$ cat src/rtl/ets_phase_stepper_pkg.sv
// ets_phase_stepper_pkg: shared state encodings and capture constants for the ETS sampler/stepper pair.
package ets_phase_stepper_pkg;
  localparam int ETS_POS_W = 16;
  localparam int ETS_MAX_COUNT = 560;
  localparam int CNT_W = 16;
  typedef enum logic [3:0] {
    ST_IDLE   = 4'd0,
    ST_ISSUE  = 4'd1,
    ST_WAITD  = 4'd2,
    ST_SETTLE = 4'd3,
    ST_ACK    = 4'd4
  } state_e;
endpackage

$ cat src/rtl/ets_phase_stepper.sv
// ets_phase_stepper: turns shift/rewind requests into MMCM fine-phase step bursts and tracks absolute phase.
module ets_phase_stepper
  import ets_phase_stepper_pkg::*;
#(
  parameter int POS_W = ETS_POS_W,
  parameter int POS_MAX = 4095,
  parameter int SETTLE_CYCLES = 16,
  parameter int PS_TIMEOUT = 1023
) (
  input  logic             sample_clk,
  input  logic             reset,
  input  logic             shift,
  output logic             shift_done,
  input  logic             rewind,
  output logic             rewind_done,
  input  logic [7:0]       steps_cfg,
  output logic             ps_en,
  output logic             ps_incdec,
  input  logic             ps_done,
  output logic [POS_W-1:0] position,
  output logic             busy,
  output logic             error
);
  localparam logic [POS_W-1:0] POS_LAST = POS_W'(POS_MAX);
  localparam logic [POS_W-1:0] POS_ONE = POS_W'(1);
  localparam logic [CNT_W-1:0] CNT_ONE = CNT_W'(1);
  localparam logic [CNT_W-1:0] TO_LAST = CNT_W'(PS_TIMEOUT - 1);
  localparam logic [CNT_W-1:0] SETTLE_LAST = CNT_W'(SETTLE_CYCLES);
  state_e state_q, state_d;
  logic dir_q, dir_d, pend_s_q, pend_s_d, pend_r_q, pend_r_d, err_q, err_d, take_s, take_r;
  logic [POS_W-1:0] pos_q, pos_d, rem_q, rem_d;
  logic [CNT_W-1:0] cnt_q, cnt_d;

  always_ff @(posedge sample_clk) begin
    if (reset) begin
      state_q  <= ST_IDLE;
      dir_q    <= 1'b0;
      pend_s_q <= 1'b0;
      pend_r_q <= 1'b0;
      err_q    <= 1'b0;
      pos_q    <= '0;
      rem_q    <= '0;
      cnt_q    <= '0;
    end else begin
      state_q  <= state_d;
      dir_q    <= dir_d;
      pend_s_q <= pend_s_d;
      pend_r_q <= pend_r_d;
      err_q    <= err_d;
      pos_q    <= pos_d;
      rem_q    <= rem_d;
      cnt_q    <= cnt_d;
    end
  end

  always_comb begin
    state_d  = state_q;
    dir_d    = dir_q;
    rem_d    = rem_q;
    pos_d    = pos_q;
    cnt_d    = cnt_q;
    take_s   = (state_q == ST_IDLE) && (shift || pend_s_q);
    take_r   = (state_q == ST_IDLE) && !take_s && (rewind || pend_r_q);
    pend_s_d = take_s ? (shift && pend_s_q) : (shift || pend_s_q);
    pend_r_d = take_r ? (rewind && pend_r_q) : (rewind || pend_r_q);
    err_d    = err_q || (!take_s && shift && pend_s_q) || (!take_r && rewind && pend_r_q);
    case (state_q)
      ST_IDLE:
        if (take_s) begin
          dir_d   = 1'b1;
          rem_d   = (steps_cfg == 8'd0) ? POS_ONE : POS_W'(steps_cfg);
          state_d = ST_ISSUE;
        end else if (take_r) begin
          dir_d   = 1'b0;
          rem_d   = pos_q;
          state_d = (pos_q == '0) ? ST_ACK : ST_ISSUE;
        end
      ST_ISSUE: begin
        cnt_d   = '0;
        state_d = ST_WAITD;
      end
      ST_WAITD:
        if (ps_done) begin
          pos_d   = dir_q ? ((pos_q == POS_LAST) ? '0 : pos_q + POS_ONE)
                          : ((pos_q == '0) ? POS_LAST : pos_q - POS_ONE);
          rem_d   = rem_q - POS_ONE;
          cnt_d   = '0;
          state_d = (rem_q == POS_ONE) ? ST_SETTLE : ST_ISSUE;
        end else if (cnt_q == TO_LAST) begin
          err_d   = 1'b1;
          cnt_d   = '0;
          state_d = ST_SETTLE;
        end else begin
          cnt_d = cnt_q + CNT_ONE;
        end
      ST_SETTLE:
        if (cnt_q >= SETTLE_LAST) state_d = ST_ACK;
        else cnt_d = cnt_q + CNT_ONE;
      ST_ACK: state_d = ST_IDLE;
      default: state_d = ST_IDLE;
    endcase
  end

  always_comb begin
    ps_en       = state_q == ST_ISSUE;
    ps_incdec   = (state_q == ST_ISSUE) && dir_q;
    shift_done  = (state_q == ST_ACK) && dir_q;
    rewind_done = (state_q == ST_ACK) && !dir_q;
    busy        = state_q != ST_IDLE;
    error       = err_q;
    position    = pos_q;
  end
endmodule

$ cat config.mk
export PLATFORM = sky130hd
export DESIGN_NAME = ets_phase_stepper
export DESIGN_NICKNAME = d
export VERILOG_FILES = /design/src/rtl/ets_phase_stepper_pkg.sv /design/src/rtl/ets_phase_stepper.sv
export SDC_FILE = /design/constraint.sdc
export NUM_CORES = 1
export LEC_CHECK = 0
export ABC_AREA = 1
export CELL_PAD_IN_SITES_DETAIL_PLACEMENT = 1
export CELL_PAD_IN_SITES_GLOBAL_PLACEMENT = 2
export CORE_MARGIN = 8
export CORE_UTILIZATION = 31
export CTS_CLUSTER_SIZE = 8
export DETAILED_ROUTE_END_ITERATION = 7
export PLACE_DENSITY_LB_ADDON = 0.2
export RECOVER_POWER = 100
export SETUP_SLACK_MARGIN = 0.05
export SKIP_CTS_REPAIR_TIMING = 1
export SYNTH_ARGS = -nofsm -noshare
export SYNTH_HDL_FRONTEND = slang
export SYNTH_SLANG_ARGS = --single-unit
export TNS_END_PERCENT = 20
$ cat constraint.sdc
create_clock -name sample_clk -period 1.8 [get_ports sample_clk]
set_input_delay 0.36 -clock sample_clk [delete_from_list [all_inputs] [get_ports sample_clk]]
set_output_delay 0.36 -clock sample_clk [all_outputs]
set_load 0.03 [all_outputs]
== After elaboration in Yosys (flattened, before gate mapping) ==
Index checks and enable logic that the tools add are counted.
Widths: inputs -> output; s select.

* Add/sub/neg operators: 4
* $lt $le $gt $ge: 1
* Equality and inequality tests: 12
* Mux-type cells: 27
* Reduce and logical (&&, ||, !) cells: 31

{| class="wikitable"
|+ Operator list
! cell !! count
|-
| $mux 16 || 9
|-
| $pmux 16 s3 || 1
|-
| $add 16x1->16 const B || 2
|-
| $pmux 16 s2 || 1
|-
| $sub 16x1->16 const B || 2
|-
| $mux 4 || 5
|-
| $eq 16x1->1 const B || 1
|-
| $eq 16x10->1 const B || 1
|-
| $eq 16x12->1 const B || 1
|-
| $ge 16x5->1 const B || 1
|-
| $logic_not 16->1 || 1
|-
| $pmux 4 s4 || 1
|-
| $logic_and 1x1->1 || 12
|-
| $eq 4x2->1 const B || 2
|-
| $logic_not 8->1 || 1
|-
| $mux 8 || 1
|-
| $mux 1 || 7
|-
| $ne 2x2->1 const B || 3
|-
| $ne 3x3->1 const B || 2
|-
| $reduce_and 2->1 || 3
|-
| $reduce_and 3->1 || 2
|-
| $eq 4x1->1 const B || 1
|-
| $eq 4x3->1 const B || 1
|-
| $logic_not 4->1 || 1
|-
| 7 further kinds || 13
|}

* Register bits after elaboration: 56
* Bits of input ports: 13
* Word-level logic and storage cells: 83

== Logic depth before layout (Yosys ltp) ==
Gate-level depths: netlist of the first run.

* Depth in word-level cells: 12
* Mapped depth: 11
* Depth with buffers taken out: 10

== Worst setup path after synthesis of the first run ==
No wires, ideal clock.

* Kind: register -> register
* Start point: register pos_q[0], in the netlist position[0]
* End point: register pos_q[12], in the netlist position[12]
* Setup time: 0.056 ns
* Arrival: 1.625 ns
* Path slack: 0.119 ns
* Stages on the path, launching flop included: 10
* Buffers on the path: 0
* Path through: dfxtp_1 -> inv_1 -> ha_1 -> nand2_1 -> nor2_1 -> a21oi_1 -> nand3_1 -> nand3_1 -> nand2_1 -> inv_1

* Cells in the longest elaborated chain, start to end: 3
* Elaborated cells between the ends (all ways): 7

{| class="wikitable"
|+ Ends and longest elaborated chain
! item !! line !! source
|-
| from (decl) || ets_phase_stepper.sv:31 || <nowiki>logic [POS_W-1:0] pos_q, pos_d, rem_q, rem_d;</nowiki>
|-
| from (signal assigned) || ets_phase_stepper.sv:50 || <nowiki>pos_q <= pos_d;</nowiki>
|-
| $sub 16x1->16 (tied with other cells) || ets_phase_stepper.sv:85 || <nowiki>: ((pos_q == '0) ? POS_LAST : pos_q - POS_ONE);</nowiki>
|-
| $mux 16 (on tied branches) || ets_phase_stepper.sv:85, ets_phase_stepper.sv:84 ||
|-
| $mux 16 (*) || ets_phase_stepper.sv:84 || <nowiki>pos_d = dir_q ? ((pos_q == POS_LAST) ? '0 : pos_q + POS_ONE)</nowiki>
|}

Mark *: on every way between the ends. The rest lies on a longest branch, timed or not.
A chain may end at the register's enable or synchronous reset.

== Final worst setup path of the first run ==
* Start point: register state_q[1]
* End point: register rem_q[11]

* Cells in the longest elaborated chain, start to end: 7
* Elaborated cells between the ends (all ways): 12

{| class="wikitable"
|+ Ends and longest elaborated chain
! item !! line !! source
|-
| from (decl) || ets_phase_stepper.sv:29 || <nowiki>state_e state_q, state_d;</nowiki>
|-
| from (signal assigned) || ets_phase_stepper.sv:45 || <nowiki>state_q <= state_d;</nowiki>
|-
| $logic_not 4->1 || ets_phase_stepper.sv:62, ets_phase_stepper.sv:63, ets_phase_stepper.sv:67 ||
|-
| $logic_and 1x1->1 || ets_phase_stepper.sv:62 || <nowiki>take_s = (state_q == ST_IDLE) && (shift || pend_s_q);</nowiki>
|-
| $logic_not 1->1 || ets_phase_stepper.sv:63 || <nowiki>take_r = (state_q == ST_IDLE) && !take_s && (rewind || pend_r_q);</nowiki>
|-
| $logic_and 1x1->1 (2 in series) || ets_phase_stepper.sv:63 ||
|-
| $ne 3x3->1 (no line) || n/a ||
|-
| $reduce_and 3->1 (no line) || n/a ||
|-
| to (signal assigned) || ets_phase_stepper.sv:51 || <nowiki>rem_q <= rem_d;</nowiki>
|-
| to (decl) || ets_phase_stepper.sv:31 ||
|}

Several ways; a longest one is shown, not always the timed one.

==> impl_summary.txt, run 1 <==
----------------------------------------------------
[Finish]
  Leading cell type in the layout, fill and taps excluded ... sky130_fd_sc_hd__nand2_1
  Area growth, synth to finish ... 23.6%
  Non-filler cells, final ... 1014
  Net count, final ... 854
  Ratio of cells with drive above 1 in the final layout ... 12.8%
  Finished Cell Area ... 5340 um2
  Most used cells in the layout excluding fill and tap cells ... sky130_fd_sc_hd__nand2_1, sky130_fd_sc_hd__nor2_1, sky130_fd_sc_hd__nand3_1, sky130_fd_sc_hd__inv_1, sky130_fd_sc_hd__buf_4
  Diode count ... 0
  Layout Utilization ... 38.9%

[Die]
  Horizontal extent of the die ... 134 um
  IO Count ... 35
  Placeable Area ... 13700 um2
  Starting density of the core ... 31.5%
  Site row count ... 43
  Die footprint ... 18000 um2
  Die height ... 134 um

[Global routing]
  Total Routing Usage GR ... 19.4%
  Overflow left after global routing ... 0
  First-pass GRT wire length ... 28.2 mm
  Largest net degree at the start of global routing ... 30
  Antenna violations before repair ... 0
  Number of global-route vias before repair ... 5545

[Synth]
  Synthesized net count ... 776
  Primary flip-flop cell chosen by synthesis mapping ... sky130_fd_sc_hd__dfxtp_1
  Most area-consuming cells after synthesis ... sky130_fd_sc_hd__dfxtp_1, sky130_fd_sc_hd__nand2_1, sky130_fd_sc_hd__nand3_1
  Post-synthesis cell type count ... 37
  Cell Area, Synth ... 4320 um2
  Share of flip-flops with an asynchronous set or reset ... 0%
  Cell type with the largest total area after synthesis ... sky130_fd_sc_hd__dfxtp_1
  Gate count of the mapped netlist ... 755
  Share of Yosys cell area claimed by the top area cell type ... 25.5%
  Synth Register Bits ... 55
  Post-synth EDFFs ... 0
  Number of warnings reported in the yosys synthesis log ... 0
  Sequential cell area fraction in the yosys report ... 25.5%
  Synthesized area divided by synthesized cell count ... 5.72 um2

[Timing]
  Number of max-slew violations in the final report ... 0
  Minimum clock period ... 1.75 ns
  Share of the clock period used by the worst path after layout ... 97.1%
  Maximum clock skew at final layout ... 0.00673 ns
  Peak Freq ... 572 MHz
  RSZ-0062 raised after global routing ... yes
  Worst-margin pin slew ... 0.470 ns
  Final hold violation count ... 0
  Slew HR ... 68.6%
  Setup TNS ... 0 ns
  Worst slack on hold paths ... 0.487 ns
  Final setup violation count ... 0

[Detailed routing]
  Mean routed wirelength per cell ... 16.8 um
  Number of DRC markers after the initial detailed-route iteration ... 260
  Via total after detailed routing ... 5224
  ANT nets after route ... 0
  Final Routed Wirelength ... 17.0 mm
  # DRC ... 0
  Via-per-instance ratio ... 5.15
  Pre-Repair DR Iteration Count ... 5

[Placed design]
  # port buffers ... 34
  Routability congestion estimate ... 0.883
  Sum of net half-perimeters after detailed placement ... 13.3 mm
  Post-place instance area ... 5250 um2
  Cell count after placement ... 1006

[Critical path]
  Worst-path fanout max ... 9
  Buffers & Inverters on Critical Path ... 5
  CP top delay family ... buffers and inverters
  Largest stage delay, worst path ... 0.38 ns
  Start of the worst register-to-register path ... state_q[1]$_SDFFE_PP0P_
  Critical Path Start Type ... register
  Worst Setup End Kind ... register
  Ordered list of cells on the worst path ... inv_1 -> buf_4 -> nand2_4 -> buf_4 -> nor2_1 -> inv_1 -> nand3_2 -> clkbuf_2 -> o21ai_0 -> a21oi_1
  Data required time of the critical path ... 2.01 ns
  Arrival time worst endpoint ... 1.95 ns
  Worst Setup Path Type ... reg -> reg
  CP max-delay cell ... sky130_fd_sc_hd__dfxtp_1
  Start point of the critical path ... state_q[1]$_SDFFE_PP0P_

[Clock network]
  Number of sinks on the clock net ... 55
  Clock-pin slew on the worst setup and hold paths ... 0.08 ns
  CTS tree ... yes
  Clock Latency Late Sink ... 0.31 ns
  Max Buffers Root-to-Sink ... 2
  Cell at the root of the clock tree ... sky130_fd_sc_hd__clkbuf_16
  H-tree level count ... 2
  Clock buffers created by TritonCTS ... 5

[Power]
  Total leakage power ... 2.44 nW
  Worst VDD drop ... 0.461 mV
  Combinational fraction of design power ... 61.7%
  Fraction of power spent switching nets ... 51.4%
  P_sw ... 0.00399 W
  Clk network pwr share ... 16.1%
  Share of total power in sequential cells ... 22.3%
  Total power divided by cell area ... 1450 nW/um2
  Internal power consumption ... 0.00377 W

[Worst hold path]
  Type of the worst min-delay path ... reg -> reg
  Worst hold start ... rem_q[12]$_SDFFE_PP0P_

[Run status]
  Outcome ... complete, no violations

[Job]
  Max Cap Viol ... 0

----------------------------------------------------
==> tightest hold or removal path, delay by kind of cell, from the launching register on <==
family | cells | cell delay, ns
and+or+nand+nor | 1 | 0.07
AOI/OAI and AO/OA | 1 | 0.05
DFF | 1 | 0.33
==> final timing paths <==
check | to | slack (ns) | cells past startpoint
max | rem_q[11]$_SDFFE_PP0P_ | 0.05 | 10
min | rem_q[12]$_SDFFE_PP0P_ | 0.49 | 2
max reg2reg | rem_q[11]$_SDFFE_PP0P_ | 0.05 | 10
min reg2reg | rem_q[12]$_SDFFE_PP0P_ | 0.49 | 2
==> layout make-up <==
| class | instances | area [um2] |
|---|---|---|
| fill | 1893 | 8380 |
| timing repair buffer | 98 | 731 |
| sequential | 55 | 1110 |
| multi-input combinational | 582 | 2750 |
| tap | 180 | 225 |
| inverter | 91 | 347 |
| clock inverter | 2 | 38.8 |
| clock buffer | 6 | 139 |
==> Yosys cell counts, drive strengths merged, types with 2 or more instances <==
cell	count
o21bai	6
buf	17
inv	91
clkbuf	10
a31oi	2
o21ai	43
o211ai	7
nor2	120
nor3	7
and2	2
nand2	207
ha	8
or2	2
nand4	21
dfxtp	55
xor2	6
a21oi	49
nand3	97
==> power by group through the flow <==
stage	clock (W)	combinational, W	sequential (W)
3_5_place_dp	0	0.00490	0.00173
3_3_place_gp	0	0.00480	0.00172
5_1_grt	0.00133	0.00537	0.00175
6_report	0.00125	0.00478	0.00173
4_1_cts	0.00130	0.00493	0.00171
2_1_floorplan	0	0.00310	0.00176
==> cells by family (layout without fill, tap and decap cells) <==
logic type	Yosys count	count (layout)	synth area share, %
buffers and inverters	118	197	11.2
adders and majority gates	8	8	2.32
AOI/OAI and AO/OA	109	109	13.7
DFF	55	55	25.5
xor gates and xnor gates	7	7	1.42
and+or+nand+nor	458	458	45.8
==> sequential cells by signal, indices dropped and copies added, names as in the netlist <==
signal / count
position: 16
error: 1
pend_r_q: 1
pend_s_q: 1
state_q: 3
cnt_q: 16
rem_q: 16
dir_q: 1
==> metal layers <==
metal	global-route usage, %	up-vias	share of wire [%]
li1	-	2610	-
met1	23.2	2534	45
met2	35.0	61	51
met3	2.84	19	2.6
met4	5.18	0	1.5
met5	0	-	0
==> per-stage QoR <==
step,setup WS [ns],total power (W)
after global placement,-0.119,0.00652
after global routing,-0.0909,0.00844
after floorplan,0.119,0.00486
after detailed placement,-0.123,0.00664
final,0.0526,0.00775
after CTS,-0.263,0.00794
Power figures use the tool's default switching activity.
==> run 2: changes to the inputs <==
==> constraint.sdc (replaced) <==
create_clock -name sample_clk -period 1.8 [get_ports sample_clk]
set_input_delay 0.27 -clock sample_clk [delete_from_list [all_inputs] [get_ports sample_clk]]
set_output_delay 0.27 -clock sample_clk [all_outputs]
set_load 0.03 [all_outputs]
==> run 2 against run 1 <==
  * Count of clock-buffer cells in the layout grew 1
  * Clock skew shrank 0.00096 ns
  * Sequential share of layout area shrank 0.23 points
  * Sequential power is essentially flat
==> impl_summary.txt, run 2 (synthesis gave the netlist of run 1 again) <==
----------------------------------------------------
[Detailed routing]
  ANT nets after route ... 0
  Number of DRC markers after the initial detailed-route iteration ... 344
  Via-per-instance ratio ... 5.18
  Via total after detailed routing ... 5269
  Mean routed wirelength per cell ... 16.7 um
  Pre-Repair DR Iteration Count ... 5
  # DRC ... 0
  Final Routed Wirelength ... 17.0 mm

[Run status]
  Outcome ... complete, no violations

[Timing]
  Peak Freq ... 591 MHz
  RSZ-0062 raised after global routing ... no
  Share of the clock period used by the worst path after layout ... 94.0%
  Setup TNS ... 0 ns
  Minimum clock period ... 1.69 ns
  Slew HR ... 69.7%
  Post-layout worst setup margin ... 0.109 ns
  Worst-margin pin slew ... 0.453 ns
  Maximum clock skew at final layout ... 0.00577 ns
  Worst slack on hold paths ... 0.492 ns
  Final hold violation count ... 0
  Number of max-slew violations in the final report ... 0
  Final setup violation count ... 0

[Power]
  Final total power ... 0.00763 W
  Total leakage power ... 2.43 nW
  Worst VDD drop ... 0.564 mV
  Total power divided by cell area ... 1420 nW/um2

[Die]
  Placeable Area ... 13700 um2
  Starting density of the core ... 31.5%
  Die footprint ... 18000 um2
  Die height ... 134 um
  Horizontal extent of the die ... 134 um
  Site row count ... 43
  IO Count ... 35

[Clock network]
  CTS tree ... yes
  H-tree level count ... 2
  Clock buffers created by TritonCTS ... 5
  Max Buffers Root-to-Sink ... 2
  Number of sinks on the clock net ... 55
  Clock Latency Late Sink ... 0.32 ns
  Clock-pin slew on the worst setup and hold paths ... 0.08 ns
  Cell at the root of the clock tree ... sky130_fd_sc_hd__clkbuf_16

[Global routing]
  Overflow left after global routing ... 0
  Total Routing Usage GR ... 19.0%
  Largest net degree at the start of global routing ... 37
  Number of global-route vias before repair ... 5402
  Antenna violations before repair ... 0
  First-pass GRT wire length ... 27.5 mm

[Finish]
  Leading cell type in the layout, fill and taps excluded ... sky130_fd_sc_hd__nand2_1
  Area growth, synth to finish ... 24.2%
  Ratio of cells with drive above 1 in the final layout ... 13.5%
  Most used cells in the layout excluding fill and tap cells ... sky130_fd_sc_hd__nand2_1, sky130_fd_sc_hd__nor2_1, sky130_fd_sc_hd__nand3_1, sky130_fd_sc_hd__inv_1, sky130_fd_sc_hd__buf_4
  Count of fill cells added during filler insertion ... 1908
  Net count, final ... 857
  Diode count ... 0

[Worst hold path]
  Type of the worst min-delay path ... reg -> reg

[Critical path]
  Critical Path Start Type ... register
  CP max-delay cell ... sky130_fd_sc_hd__clkdlybuf4s50_1
  Worst Setup End Kind ... output port
  Worst Setup Path Type ... reg -> out
  Arrival time worst endpoint ... 1.42 ns
  Worst-path fanout max ... 5
  Ordered list of cells on the worst path ... clkdlybuf4s50_1
  Buffers & Inverters on Critical Path ... 1
  CP top delay family ... buffers and inverters
  Largest stage delay, worst path ... 0.70 ns
  Data required time of the critical path ... 1.53 ns

[Job]
  Max Cap Viol ... 0

[Placed design]
  Sum of net half-perimeters after detailed placement ... 13.4 mm
  Routability congestion estimate ... 0.908
  # port buffers ... 34
  Worst Setup Slack post-DPL ... -0.0555 ns

----------------------------------------------------
-- run 2: cell count changes in the layout (fill, tap and decap cells not counted), moves of 2 or more --
cell,change
sky130_fd_sc_hd__inv_6,-2
sky130_fd_sc_hd__clkbuf_1,+3
sky130_fd_sc_hd__nor2_2,+6
sky130_fd_sc_hd__nand2_1,-2
sky130_fd_sc_hd__nor2_1,-7
sky130_fd_sc_hd__dfxtp_1,+6
sky130_fd_sc_hd__nand2_2,+2
sky130_fd_sc_hd__dfxtp_2,-6
-- run 2: area by class of cell --
type | instances | area, um2 | share of cell area (%)
clock buffers | 7 | 143 | 2.66
clock inverters | 1 | 8.76 | 0.163
inverters | 91 | 344 | 6.41
multi-input cells | 582 | 2810 | 52.3
flip-flops and latches | 55 | 1100 | 20.6
well taps | 180 | 225 | 4.20
repair buffers | 101 | 733 | 13.7
-- run 2: final timing paths --
path                             start                         to  slack, ns  depth (start not counted)
max          position[15]$_SDFFE_PP0P_               position[15]       0.11                          1
max reg2reg   position[0]$_SDFFE_PP0P_  position[10]$_SDFFE_PP0P_       0.15                         10
min reg2reg     rem_q[14]$_SDFFE_PP0P_     rem_q[14]$_SDFFE_PP0P_       0.49                          2
min             rem_q[14]$_SDFFE_PP0P_     rem_q[14]$_SDFFE_PP0P_       0.49                          2
-- run 2: routing by layer --
metal / vias up / track usage, % / share of wire [%] / routed length [um]
met1: 2562 / 23.1 / 45 / 7670
met3: 25 / 2.54 / 2.6 / 436
li1: 2600 / - / - / -
met5: - / 0 / 0 / 0
met2: 82 / 33.1 / 50 / 8490
met4: 0 / 7.42 / 2.4 / 408
-- run 2: power breakdown --
part | internal (W) | switching (W)
logic | 0.00160 | 0.00324
clock network | 0.000561 | 0.000534
registers | 0.00144 | 0.000263
total | 0.00360 | 0.00403
-- run 2: through the flow --
stage / std cells / instance area [um2] / utilization [%]
2_1_floorplan: 755 / 4320 / -
3_3_place_gp: 1009 / 5270 / 38.4
3_5_place_dp: 1009 / 5270 / 38.4
4_1_cts: 1017 / 5420 / 39.5
5_1_grt: 1017 / 5360 / 39.1
6_report: 1017 / 5360 / 39.1
-- run 2: worst min-delay path: stages (launching register included) --
cell and delay [ns]:
sky130_fd_sc_hd__dfxtp_1 0.33, sky130_fd_sc_hd__nand2_1 0.06, sky130_fd_sc_hd__a21oi_1 0.06
==> run 3: changes to the inputs <==
Settings changed: CORE_MARGIN 8 to 1.5, SETUP_SLACK_MARGIN 0.05 to 0.4.
==> run 3 against run 2 <==
  * Sequential power is 5% higher
  * Register-to-register slack barely moved
  * Critical path depth unchanged
  * Critical endpoint is now position[4]
==> impl_summary.txt, run 3 (synthesis gave the netlist of run 1 again) <==
----------------------------------------------------
[Placed design]
  # port buffers ... 34
  Routability congestion estimate ... 0.876
  Cell count after placement ... 972
  Worst Setup Slack post-DPL ... -0.0563 ns
  Sum of net half-perimeters after detailed placement ... 12.8 mm

[Finish]
  Most used cells in the layout excluding fill and tap cells ... sky130_fd_sc_hd__nand2_1, sky130_fd_sc_hd__nor2_1, sky130_fd_sc_hd__nand3_1, sky130_fd_sc_hd__inv_1, sky130_fd_sc_hd__a21oi_1
  Ratio of cells with drive above 1 in the final layout ... 16.7%
  Non-filler cells, final ... 988
  Count of fill cells added during filler insertion ... 1859
  Diode count ... 0
  Area of all sequential standard cells ... 1140 um2
  Area growth, synth to finish ... 25.1%
  Leading cell type in the layout, fill and taps excluded ... sky130_fd_sc_hd__nand2_1
  Net count, final ... 833
  Multi-input logic area ... 2900 um2
  Layout Utilization ... 40.3%

[Global routing]
  Number of global-route vias before repair ... 5228
  Largest net degree at the start of global routing ... 25
  First-pass GRT wire length ... 26.8 mm
  Total Routing Usage GR ... 23.4%
  Antenna violations before repair ... 0
  Overflow left after global routing ... 0

[Detailed routing]
  # DRC ... 0
  ANT nets after route ... 0
  Via total after detailed routing ... 5166
  Mean routed wirelength per cell ... 17.1 um
  Final Routed Wirelength ... 16.9 mm
  Pre-Repair DR Iteration Count ... 4
  Via-per-instance ratio ... 5.23
  Number of DRC markers after the initial detailed-route iteration ... 263

[Critical path]
  Critical path destination ... position[4]
  CP top delay family ... buffers and inverters
  R2R setup slack ... 0.14 ns
  Worst reg-to-reg path cell count ... 9
  Buffers & Inverters on Critical Path ... 1
  Start point of the critical path ... position[4]$_SDFFE_PP0P_
  Worst Setup Path Type ... reg -> out
  Worst Setup End Kind ... output port
  Ordered list of cells on the worst path ... clkdlybuf4s50_1
  Arrival time worst endpoint ... 1.49 ns
  Data required time of the critical path ... 1.53 ns
  Critical Path Stages ... 1
  CP max-delay cell ... sky130_fd_sc_hd__clkdlybuf4s50_1
  Capture point of the worst reg-to-reg path ... cnt_q[4]$_SDFFE_PP0P_
  Critical Path Start Type ... register
  Largest stage delay, worst path ... 0.72 ns
  Worst-path fanout max ... 8
  Start of the worst register-to-register path ... cnt_q[15]$_SDFFE_PP0P_

[Clock network]
  CTS tree ... yes
  Max Buffers Root-to-Sink ... 2
  Clock buffers created by TritonCTS ... 5
  Clock Latency Late Sink ... 0.32 ns
  Number of sinks on the clock net ... 55
  Cell at the root of the clock tree ... sky130_fd_sc_hd__clkbuf_16
  H-tree level count ... 2
  Clock-pin slew on the worst setup and hold paths ... 0.08 ns

[Worst hold path]
  Type of the worst min-delay path ... reg -> reg

[Timing]
  Minimum clock period ... 1.76 ns
  Final setup violation count ... 0
  Maximum clock skew at final layout ... 0.00777 ns
  Peak Freq ... 568 MHz
  Share of the clock period used by the worst path after layout ... 97.8%
  Slew HR ... 62.7%
  RSZ-0062 raised after global routing ... yes
  Post-layout worst setup margin ... 0.0392 ns
  Worst-margin pin slew ... 0.559 ns
  Final hold violation count ... 0
  Number of max-slew violations in the final report ... 0
  Worst slack on hold paths ... 0.488 ns

[Die]
  IO Count ... 35
  Starting density of the core ... 32.2%
  Die height ... 121 um
  Horizontal extent of the die ... 121 um
  Site row count ... 42
  Placeable Area ... 13400 um2
  Die footprint ... 14600 um2

[Run status]
  Outcome ... complete, no violations

[Power]
  Total power divided by cell area ... 1440 nW/um2
  Final total power ... 0.00777 W
  Worst VDD drop ... 0.491 mV
  Total leakage power ... 2.39 nW

[Job]
  Max Cap Viol ... 0

----------------------------------------------------
[run 3: cell count changes in the layout (fill, tap and decap cells not counted), sizes merged]
cell,previous run,this run
clkinvlp,0,2
buf,61,41
clkbuf,32,17
clkinv,1,0
clkdlybuf4s50,14,20
dlygate4sd3,1,4
[run 3: per-layer routing]
layer | vias up | share of wire [%] | GRT usage (%)
li1 | 2554 | - | -
met3 | 24 | 1.8 | 2.54
met5 | - | 0 | 0
met1 | 2537 | 46 | 29.8
met2 | 51 | 49 | 40.6
met4 | 0 | 2.5 | 8.68
[run 3: worst reg2reg max path, cell delays in order (launching register included)]
cell	delay (ns)
sky130_fd_sc_hd__dfxtp_1	0.35
sky130_fd_sc_hd__nor2_1	0.31
sky130_fd_sc_hd__nand3_2	0.11
sky130_fd_sc_hd__nor2_2	0.18
sky130_fd_sc_hd__nand2_1	0.07
sky130_fd_sc_hd__nand2_1	0.06
sky130_fd_sc_hd__nand2_1	0.10
sky130_fd_sc_hd__o21ai_2	0.16
sky130_fd_sc_hd__buf_6	0.15
sky130_fd_sc_hd__nor2_1	0.06
[run 3: area by class of cell]
| type | count | share of cell area, % |
|---|---|---|
| clock buffers | 6 | 2.57 |
| clock inverters | 1 | 0.162 |
| inverters | 91 | 6.67 |
| multi-input cells | 582 | 53.6 |
| flip-flops and latches | 55 | 21.2 |
| well taps | 176 | 4.07 |
| repair buffers | 76 | 11.7 |
| repair inverters | 1 | 0.0926 |
[run 3: where the power goes]
part / internal, W / leakage (nW) / total (W) / switching (W)
clock network: 0.000556 / 0.0733 / 0.00109 / 0.000537
registers: 0.00146 / 0.461 / 0.00179 / 0.000328
logic: 0.00167 / 1.86 / 0.00489 / 0.00322
total: 0.00368 / 2.39 / 0.00777 / 0.00409
[run 3: metrics by stage]
stage          cell area [um2]  setup TNS, ns
2_1_floorplan             4360              0
6_report                  5410              0
3_3_place_gp              5050              0
3_5_place_dp              5050         -0.120
4_1_cts                   5200         -0.573
5_1_grt                   5410              0
[run 3: how the worst min path moves through the flow]
stage | startpoint | end | cells past startpoint
after floorplan | rem_q[12]$_SDFFE_PP0P_ | rem_q[12]$_SDFFE_PP0P_ | 2
after global placement | rem_q[15]$_SDFFE_PP0P_ | rem_q[15]$_SDFFE_PP0P_ | 2
after detailed placement | rem_q[9]$_SDFFE_PP0P_ | rem_q[9]$_SDFFE_PP0P_ | 2
after CTS | rem_q[9]$_SDFFE_PP0P_ | rem_q[9]$_SDFFE_PP0P_ | 2
after global routing | rem_q[9]$_SDFFE_PP0P_ | rem_q[9]$_SDFFE_PP0P_ | 2
final | rem_q[9]$_SDFFE_PP0P_ | rem_q[9]$_SDFFE_PP0P_ | 2
